**src/rtl/mouse_cursor_tracker.sv**
```systemverilog
// mouse_cursor_tracker: assembles 3-byte PS/2 mouse packets and accumulates
// the signed movement deltas into a cursor position clamped to the playfield.
module mouse_cursor_tracker #(
  parameter int X_SIZE  = 160,
  parameter int Y_SIZE  = 120,
  parameter int SHIFT   = 1,
  parameter int TIMEOUT = 1_000_000
) (
  input  logic       CLOCK50,
  input  logic       reset,
  input  logic [7:0] rx_data,
  input  logic       rx_valid,
  output logic [7:0] X_POS,
  output logic [7:0] Y_POS,
  output logic       MOUSE_CLICK,
  output logic       LEFT_HELD,
  output logic       packet_done,
  output logic       sync_error
);

  localparam int CW = $clog2(TIMEOUT + 1);
  localparam logic signed [9:0] X_MAX = 10'(X_SIZE - 1);
  localparam logic signed [9:0] Y_MAX = 10'(Y_SIZE - 1);

  typedef enum logic [1:0] {WAIT_B0, WAIT_B1, WAIT_B2} state_t;

  state_t          r_state, w_next;
  logic [CW-1:0]   r_cnt;
  // Only the status bits that matter are kept: left, signs, overflows.
  logic            r_left, r_xs, r_ys, r_xo, r_yo;
  logic [7:0]      r_dx_lo;
  logic            w_stray, w_timeout, w_apply;
  logic signed [9:0] w_dx, w_dy, w_nx, w_ny;
  logic            w_unused;

  // Right and middle buttons carry no meaning for the cursor.
  assign w_unused = ^rx_data[2:1];

  // 9-bit delta with overflow saturation, scaled by an arithmetic shift
  // (rounds toward -inf), sign-extended to 10 bits.
  function automatic logic signed [9:0] delta(input logic sgn, input logic ovf,
                                              input logic [7:0] lo);
    logic signed [8:0] d;
    logic signed [8:0] s;
    if (ovf) d = sgn ? 9'sh100 : 9'sh0FF;
    else     d = {sgn, lo};
    s = d >>> SHIFT;
    return {s[8], s};
  endfunction

  function automatic logic [7:0] clamp(input logic signed [9:0] v,
                                       input logic signed [9:0] vmax);
    if (v < 10'sd0)     return 8'd0;
    else if (v > vmax)  return vmax[7:0];
    else                return v[7:0];
  endfunction

  assign w_dx = delta(r_xs, r_xo, r_dx_lo);
  assign w_dy = delta(r_ys, r_yo, rx_data);
  // PS/2 +Y is up, screen +Y is down, hence the subtraction.
  assign w_nx = $signed({2'b00, X_POS}) + w_dx;
  assign w_ny = $signed({2'b00, Y_POS}) - w_dy;

  // State register.
  always_ff @(posedge CLOCK50) begin
    if (reset) r_state <= WAIT_B0;
    else       r_state <= w_next;
  end

  // Next-state and per-cycle event decode; a byte beats a same-cycle timeout.
  always_comb begin
    w_next    = r_state;
    w_stray   = 1'b0;
    w_timeout = 1'b0;
    w_apply   = 1'b0;
    case (r_state)
      WAIT_B0: begin
        if (rx_valid) begin
          if (rx_data[3]) w_next  = WAIT_B1;
          else            w_stray = 1'b1;
        end
      end
      WAIT_B1: begin
        if (rx_valid) w_next = WAIT_B2;
        else if (r_cnt == CW'(TIMEOUT)) begin
          w_timeout = 1'b1;
          w_next    = WAIT_B0;
        end
      end
      WAIT_B2: begin
        if (rx_valid) begin
          w_apply = 1'b1;
          w_next  = WAIT_B0;
        end else if (r_cnt == CW'(TIMEOUT)) begin
          w_timeout = 1'b1;
          w_next    = WAIT_B0;
        end
      end
      default: w_next = WAIT_B0;
    endcase
  end

  // Inter-byte gap counter, idle in WAIT_B0 and cleared by every byte.
  always_ff @(posedge CLOCK50) begin
    if (reset || r_state == WAIT_B0 || rx_valid || w_timeout) r_cnt <= '0;
    else                                                      r_cnt <= r_cnt + 1'b1;
  end

  // Packet byte latches and registered cursor outputs.
  always_ff @(posedge CLOCK50) begin
    if (reset) begin
      X_POS       <= 8'(X_SIZE / 2);
      Y_POS       <= 8'(Y_SIZE / 2);
      MOUSE_CLICK <= 1'b0;
      LEFT_HELD   <= 1'b0;
      packet_done <= 1'b0;
      sync_error  <= 1'b0;
      r_left      <= 1'b0;
      r_xs        <= 1'b0;
      r_ys        <= 1'b0;
      r_xo        <= 1'b0;
      r_yo        <= 1'b0;
      r_dx_lo     <= 8'd0;
    end else begin
      packet_done <= w_apply;
      sync_error  <= w_stray | w_timeout;
      MOUSE_CLICK <= w_apply & r_left & ~LEFT_HELD;
      if (rx_valid && r_state == WAIT_B0 && rx_data[3]) begin
        r_left <= rx_data[0];
        r_xs   <= rx_data[4];
        r_ys   <= rx_data[5];
        r_xo   <= rx_data[6];
        r_yo   <= rx_data[7];
      end
      if (rx_valid && r_state == WAIT_B1) r_dx_lo <= rx_data;
      if (w_apply) begin
        X_POS     <= clamp(w_nx, X_MAX);
        Y_POS     <= clamp(w_ny, Y_MAX);
        LEFT_HELD <= r_left;
      end
    end
  end

endmodule

```
**config.mk**
```make
export PLATFORM = sky130hd
export DESIGN_NAME = mouse_cursor_tracker
export DESIGN_NICKNAME = d
export VERILOG_FILES = /design/src/rtl/mouse_cursor_tracker.sv
export SDC_FILE = /design/constraint.sdc
export NUM_CORES = 1
export LEC_CHECK = 0
export ABC_AREA = 1
export BUFFER_PORTS_ARGS = -buffer_cell sky130_fd_sc_hd__buf_2
export CORE_MARGIN = 8
export CORE_UTILIZATION = 64
export CTS_CLUSTER_SIZE = 8
export DETAILED_ROUTE_END_ITERATION = 8
export PLACE_DENSITY_LB_ADDON = 0.05
export SYNTH_ARGS = -nofsm -noshare
export SYNTH_HDL_FRONTEND = slang
export SYNTH_SLANG_ARGS = --single-unit
```
**constraint.sdc**
```tcl
create_clock -name CLOCK50 -period 5.1 [get_ports CLOCK50]
set_clock_uncertainty 0.15 [all_clocks]
set_input_delay 0.51 -clock CLOCK50 [delete_from_list [all_inputs] [get_ports CLOCK50]]
set_output_delay 0.51 -clock CLOCK50 [all_outputs]
set_load 0.02 [all_outputs]
```
==> results of run 1 <==
==> final cells by class <==
class                      count  share of cell area, %
multi-input combinational    384                  54.50
timing repair buffer          30                  3.971
tap                           70                  2.316
inverter                      69                  6.850
clock inverter                 2                  1.588
clock buffer                   6                  2.184
sequential                    54                  28.59
==> metal layers <==
metal | vias to the layer above | wire, um | GRT usage [%]
met5 | - | 0 | 0
met4 | 0 | 149 | 7.251
met3 | 14 | 424 | 3.952
met2 | 86 | 3936 | 39.33
met1 | 1530 | 3596 | 26.15
li1 | 1711 | - | -
==> cell families (layout without fill, tap and decap cells) <==
family          count (synthesis)  count (layout)  synth area share, %
compound gates                 68              68                10.60
simple gates                  278             278                36.32
xor+xnor                       11              11                2.805
fa+ha+maj                      27              27                10.27
buf+inv                        76             107                8.524
flops                          54              54                31.48
==> flip-flops by register name, summed over array words and instances, names as in the netlist, 2 cells and up <==
signal	cells
r_dx_lo	7
Y_POS	8
r_state	2
r_cnt	20
X_POS	8
==> worst register-to-register path, stage by stage, from the launching register on <==
cell	delay, ns
dfxtp_1	0.48
nand2_1	0.22
o21a_1	0.16
ha_1	0.20
fa_1	0.42
nor2_1	0.15
nor2_1	0.07
nor2_1	0.10
nor2_1	0.07
nand2_1	0.07
nand2_1	0.05
nor2_1	0.09
nand2_1	0.07
nand2_2	0.13
nand2_1	0.09
nand2_1	0.07
nand2_1	0.04
==> layout by cell type (no fill, tap or decap), drive strengths merged, types with 2 or more instances in the layout <==
cell type / count
nand2: 138
nor2: 74
inv: 69
dfxtp: 54
a21oi: 33
buf: 30
o21ai: 29
nand3: 27
ha: 25
nand4: 14
nor3: 12
xor2: 6
clkbuf: 6
xnor2: 5
nor4: 4
nor3b: 4
or2: 3
a31oi: 2
fa: 2
bufinv: 2
==> per-stage QoR <==
stage	util (%)	instances	hold slack (ns)	cell area, sq um
after floorplan	-	514	0.2881	3435
after global placement	70.79	607	0.2818	3638
after detailed placement	70.79	607	0.2949	3638
after CTS	73.56	615	0.3029	3781
after global routing	73.56	615	0.3331	3781
final	73.56	615	0.2984	3781
==> final timing paths <==
path / start / endpoint / slack, ns
worst max-delay path: r_yo$_SDFFE_PP0P_ / Y_POS[1]$_SDFFE_PP0P_ / 2.39
worst min-delay path: LEFT_HELD$_SDFFE_PP0P_ / MOUSE_CLICK$_SDFF_PP0_ / 0.30
worst max register to register: r_yo$_SDFFE_PP0P_ / Y_POS[1]$_SDFFE_PP0P_ / 2.39
worst min register to register: LEFT_HELD$_SDFFE_PP0P_ / MOUSE_CLICK$_SDFF_PP0_ / 0.30
==> power groups by stage <==
stage          logic, W  clock network, W  registers, W
2_1_floorplan  0.000133                 0      0.000444
3_3_place_gp   0.000168                 0      0.000445
3_5_place_dp   0.000171                 0      0.000446
4_1_cts        0.000173          0.000351      0.000436
5_1_grt        0.000200          0.000367      0.000437
6_report       0.000175          0.000347      0.000436
==> impl_metrics.py, run 1 <==
metrics = {
    "logic_synthesis": {
        "synth_ff_type": "dfxtp_1",
        "async_flop_share_pct": 0,
        "yosysMostFrequentCell": "nand2_1",
        "synth_top_area_share_pct": 31.48,
        "synth-warning-count": 0,
        "syn_area_sq_um": 3435,
        "syn_area_per_cell_sq_um": 6.682,
        "ys_ff_latch": 54,
        "synth_cell_types": 38,
        "synth_edf_count": 0,
        "netlist_top_cells_area": "dfxtp_1 31%, nand2_1 15%, ha_1 9.1%, nor2_1 7.5%, inv_1 7.1%",
        "synth_top_cells_by_count": "134 x nand2_1, 69 x nor2_1, 65 x inv_1",
        "postSynthCellCount": 514,
        "yosysSeqAreaShare_pct": 31.48,
        "syn-num-nets": 552,
        "netlist.top_cell.by_area": "dfxtp_1",
    },
    "floorplan": {
        "die_w_um": 89.26,
        "rows": 26,
        "die_h_um": 89.26,
        "dieArea_sq_um": 7966,
        "start_util_pct": 66.82,
        "io-pin-count": 31,
        "coreArea_sq_um": 5140,
    },
    "critical_path": {
        "critPathMaxStageDelay_ns": 0.48,
        "crit_cells": 16,
        "critical_path_class": "reg -> reg",
        "crit_chain": "nand2_1, o21a_1, ha_1, fa_1, nor2_1, nor2_1, nor2_1, nor2_1, nand2_1, nand2_1, nor2_1, nand2_1, nand2_2, nand2_1, nand2_1, nand2_1",
        "cp_common_cell": "nand2_1",
        "start_kind": "flip-flop",
        "path_buf_inv": 0,
        "slowest_stage": "dfxtp_1",
        "end_kind": "flip-flop",
        "worstPathRequired_ns": 5.16,
        "reg2reg_depth": 16,
        "critical_path_arrival_ns": 2.78,
        "critPathTopFamily": "simple AND/OR/NAND/NOR gates",
        "path_max_fanout": 9,
    },
    "timing": {
        "finalHoldViolations": 0,
        "fin_tns_setup_ns": 0,
        "setup_viol_count_final": 0,
        "setup_ws_ns": 2.385,
        "slew_viol_final": 0,
        "slew_headroom_pct": 40.55,
        "min_period_ns": 2.715,
        "fmax_mhz": 368.3,
        "min_period_over_period_pct": 53.23,
        "rsz0062_at_grt": "false",
        "worstMarginPinSlew_ns": 0.8891,
    },
    "pwr": {
        "powerDensity_nw_per_um2": 253.5,
        "pwr-share-clk_pct": 36.2,
        "intPower_w": 0.0006983,
        "combPwrFrac_pct": 18.3,
        "ir_drop_mv": 0.1786,
        "p_total_w": 0.0009584,
        "p_sw_w": 0.0002601,
        "p_leak_nw": 1.694,
        "seq_power_share_pct": 45.5,
        "switching_share_pct": 27.14,
    },
    "layout": {
        "seqCellArea_sq_um": 1081,
        "n_fill_cell": 441,
        "multi_input_area_sq_um": 2061,
        "diodes": 0,
        "drive_gt1_share_pct": 12.11,
        "area_growth_pct": 10.09,
        "final_nets": 582,
    },
    "clocking": {
        "cts_setup_buffers": 0,
        "clk_pin_slew_ns": 0.09,
        "cts_tree": "built",
        "cts_inserted_buffers": 5,
        "hold_buffers": 0,
        "cts_buffer_depth": 2,
        "htree_levels": 2,
        "ctsResizeCount": 0,
        "cts_sinks": 54,
        "worstSkewPairLatency_ns": 0.30,
        "root_buffer": "clkbuf_8",
    },
    "outcome": {
        "status": "complete, no violations",
    },
    "routing": {
        "vias": 3341,
        "wl_per_cell_um": 13.18,
        "via_per_inst": 5.433,
        "wl_um": 8107,
        "first_pass_iters": 5,
        "drc_errors": 0,
        "final_antenna_net_count": 0,
        "drtIter0Drc": 219,
    },
    "global_route": {
        "grt_use_total_pct": 22.16,
        "grt_overflow": 0,
        "antenna_found_initial": 0,
        "grt_pass1_vias": 3329,
        "grt_max_degree": 21,
        "grt_pass1_wl_um": 14240,
    },
    "place": {
        "numPortBuffers": 30,
        "place_ws_ns": 2.448,
        "hpwl_um": 6447,
        "gp_congestion": 0.9745,
    },
    "hold_path": {
        "hp-class": "reg -> reg",
        "worstHoldPathCells": 1,
    },
    "run": {
        "maxCapViolations": 0,
    },
}
No activity file was read; power rests on OpenSTA's default activity.
==> run 2: changes to the inputs <==
--- a/config.mk
+++ b/config.mk
@@ -8,7 +8,7 @@
 export ABC_AREA = 1
 export BUFFER_PORTS_ARGS = -buffer_cell sky130_fd_sc_hd__buf_2
 export CORE_MARGIN = 8
-export CORE_UTILIZATION = 64
+export CORE_UTILIZATION = 60
 export CTS_CLUSTER_SIZE = 8
 export DETAILED_ROUTE_END_ITERATION = 8
 export PLACE_DENSITY_LB_ADDON = 0.05
==> constraint.sdc (replaced) <==
create_clock -name CLOCK50 -period 2.5 [get_ports CLOCK50]
set_clock_uncertainty 0.15 [all_clocks]
set_input_delay 0.25 -clock CLOCK50 [delete_from_list [all_inputs] [get_ports CLOCK50]]
set_output_delay 0.25 -clock CLOCK50 [all_outputs]
set_load 0.02 [all_outputs]
==> impl_metrics.py, run 2 (same netlist as run 1, synthesis figures left out) <==
metrics = {
    "critical_path": {
        "crit_chain": "buf_4, o21ai_1, ha_1, nand2_1, nor2_1, nand2_1, nand2_1, nand2_1, nand2_1, nand2_1, nor2_1, nand2_1, nand2_4, nand2_1, nand2_1, nand2_1",
        "critical_path_arrival_ns": 2.44,
        "critical_path.endpoint": "Y_POS[1]$_SDFFE_PP0P_",
        "worstSetupStartpoint": "r_yo$_SDFFE_PP0P_",
        "r2r_start": "r_yo$_SDFFE_PP0P_",
        "cp_common_cell": "nand2_1",
        "path_max_fanout": 7,
        "path_buf_inv": 1,
        "end_kind": "flip-flop",
        "crit_cells": 16,
        "critical_path_class": "reg -> reg",
        "reg2reg_depth": 16,
        "slowest_stage": "dfxtp_4",
        "start_kind": "flip-flop",
        "worstPathRequired_ns": 2.57,
        "critPathMaxStageDelay_ns": 0.40,
        "reg2reg_slack_ns": 0.13,
        "r2r_end": "Y_POS[1]$_SDFFE_PP0P_",
        "critPathTopFamily": "simple AND/OR/NAND/NOR gates",
    },
    "clocking": {
        "cts_inserted_buffers": 5,
        "cts_buffer_depth": 2,
        "cts_sinks": 54,
        "worstSkewPairLatency_ns": 0.31,
        "clk_pin_slew_ns": 0.11,
        "htree_levels": 2,
        "hold_buffers": 0,
        "root_buffer": "clkbuf_8",
        "cts_tree": "built",
    },
    "run": {
        "maxCapViolations": 0,
    },
    "floorplan": {
        "start_util_pct": 62.37,
        "io-pin-count": 31,
        "dieArea_sq_um": 8402,
        "die_h_um": 91.66,
        "coreArea_sq_um": 5507,
        "rows": 27,
        "die_w_um": 91.66,
    },
    "place": {
        "placed_cell_area_sq_um": 3679,
        "place_ws_ns": -0.02227,
        "hpwl_um": 6351,
        "dp_cells": 614,
        "numPortBuffers": 30,
        "gp_congestion": 0.9719,
    },
    "timing": {
        "slew_headroom_pct": 65.49,
        "setup_ws_ns": 0.1326,
        "setup_viol_count_final": 0,
        "fmax_mhz": 422.4,
        "worstMarginPinSlew_ns": 0.5129,
        "min_period_over_period_pct": 94.70,
        "slew_viol_final": 0,
        "min_period_ns": 2.367,
        "finalHoldViolations": 0,
    },
    "global_route": {
        "grt_pass1_wl_um": 13890,
        "antenna_found_initial": 0,
        "grt_overflow": 0,
        "grt_max_degree": 21,
        "grt_use_total_pct": 19.55,
        "grt_pass1_vias": 3208,
    },
    "pwr": {
        "pwr-share-clk_pct": 28.2,
        "intPower_w": 0.001262,
        "p_leak_nw": 1.777,
        "switching_share_pct": 31.46,
        "p_sw_w": 0.0005793,
        "seq_power_share_pct": 48.2,
        "powerDensity_nw_per_um2": 455.4,
        "combPwrFrac_pct": 23.6,
        "p_total_w": 0.001841,
        "ir_drop_mv": 0.2722,
    },
    "layout": {
        "area_growth_pct": 17.74,
        "top_regs": "r_cnt (20), X_POS (8), Y_POS (8)",
        "diodes": 0,
        "final_nets": 597,
        "utilization_pct": 73.44,
        "final_cell_mix": "123 x nand2_1, 64 x inv_1, 62 x nor2_1",
        "fin_area_sq_um": 4044,
        "fin_cells": 632,
        "drive_gt1_share_pct": 21.61,
        "n_fill_cell": 460,
        "top_register": "r_cnt",
        "largest_reg_flops": 20,
        "seqCellArea_sq_um": 1091,
        "layout_commonest_cell": "nand2_1",
        "multi_input_area_sq_um": 2243,
    },
    "routing": {
        "final_antenna_net_count": 0,
        "wl_per_cell_um": 13.69,
        "vias": 3443,
        "wl_um": 8650,
        "drtIter0Drc": 136,
        "via_per_inst": 5.448,
        "drc_errors": 0,
        "first_pass_iters": 4,
    },
    "hold_path": {
        "hp-class": "in -> reg",
    },
    "outcome": {
        "status": "complete, no violations",
    },
}
[run 2: worst reg2reg max path: stages (launching register included)]
cell and delay, ns:
dfxtp_4 0.40, buf_4 0.16, o21ai_1 0.10, ha_1 0.40, nand2_1 0.12, nor2_1 0.17
nand2_1 0.12, nand2_1 0.07, nand2_1 0.04, nand2_1 0.05, nand2_1 0.05, nor2_1 0.08
nand2_1 0.09, nand2_4 0.12, nand2_1 0.07, nand2_1 0.06, nand2_1 0.06
[run 2: power groups by stage]
stage               Clock, W  Combinational (W)  Sequential, W
global placement           0           0.000350       0.000905
CTS                 0.000522           0.000364       0.000886
finish              0.000519           0.000434       0.000888
detailed placement         0           0.000359       0.000905
floorplan                  0           0.000271       0.000905
global route        0.000562           0.000485       0.000890
[run 2: repair_timing]
item                                    4_1_cts  5_1_grt
endpoints found under the setup margin        6       15
gates resized for setup                       3       58
pin swaps                                     0       22
setup buffers                                 0       10
[run 2: worst min path at each step]
stage | startpoint | to | depth (start not counted)
3_5_place_dp | LEFT_HELD$_SDFFE_PP0P_ | MOUSE_CLICK$_SDFF_PP0_ | 1
4_1_cts | rx_data[2] | r_dx_lo[2]$_SDFFE_PP0P_ | 3
2_1_floorplan | reset | packet_done$_SDFF_PP0_ | 1
3_3_place_gp | LEFT_HELD$_SDFFE_PP0P_ | MOUSE_CLICK$_SDFF_PP0_ | 1
6_report | rx_data[2] | r_dx_lo[2]$_SDFFE_PP0P_ | 3
5_1_grt | rx_data[0] | r_left$_SDFFE_PP0P_ | 3
[run 2: layer usage]
layer | track usage, % | wire length [um]
met3 | 3.504 | 403
met4 | 7.503 | 152
met5 | 0 | 0
met1 | 23.21 | 3824
met2 | 34.09 | 4269
[run 2: cell type report]
type / instances / share of cell area [%]
Multi-Input combinational cell: 384 / 55.48
Clock buffer: 6 / 2.042
Sequential cell: 54 / 26.98
Clock inverter: 2 / 0.3094
Tap cell: 72 / 2.228
Inverter: 69 / 6.467
Timing Repair Buffer: 45 / 6.498
[run 2: stage by stage]
stage | TNS (ns) | hold WS, ns
finish | 0 | 0.07678
CTS | 0 | 0.07399
floorplan | 0 | 0.1839
global placement | 0 | 0.2836
detailed placement | -0.09893 | 0.2871
global route | -0.5170 | 0.08075
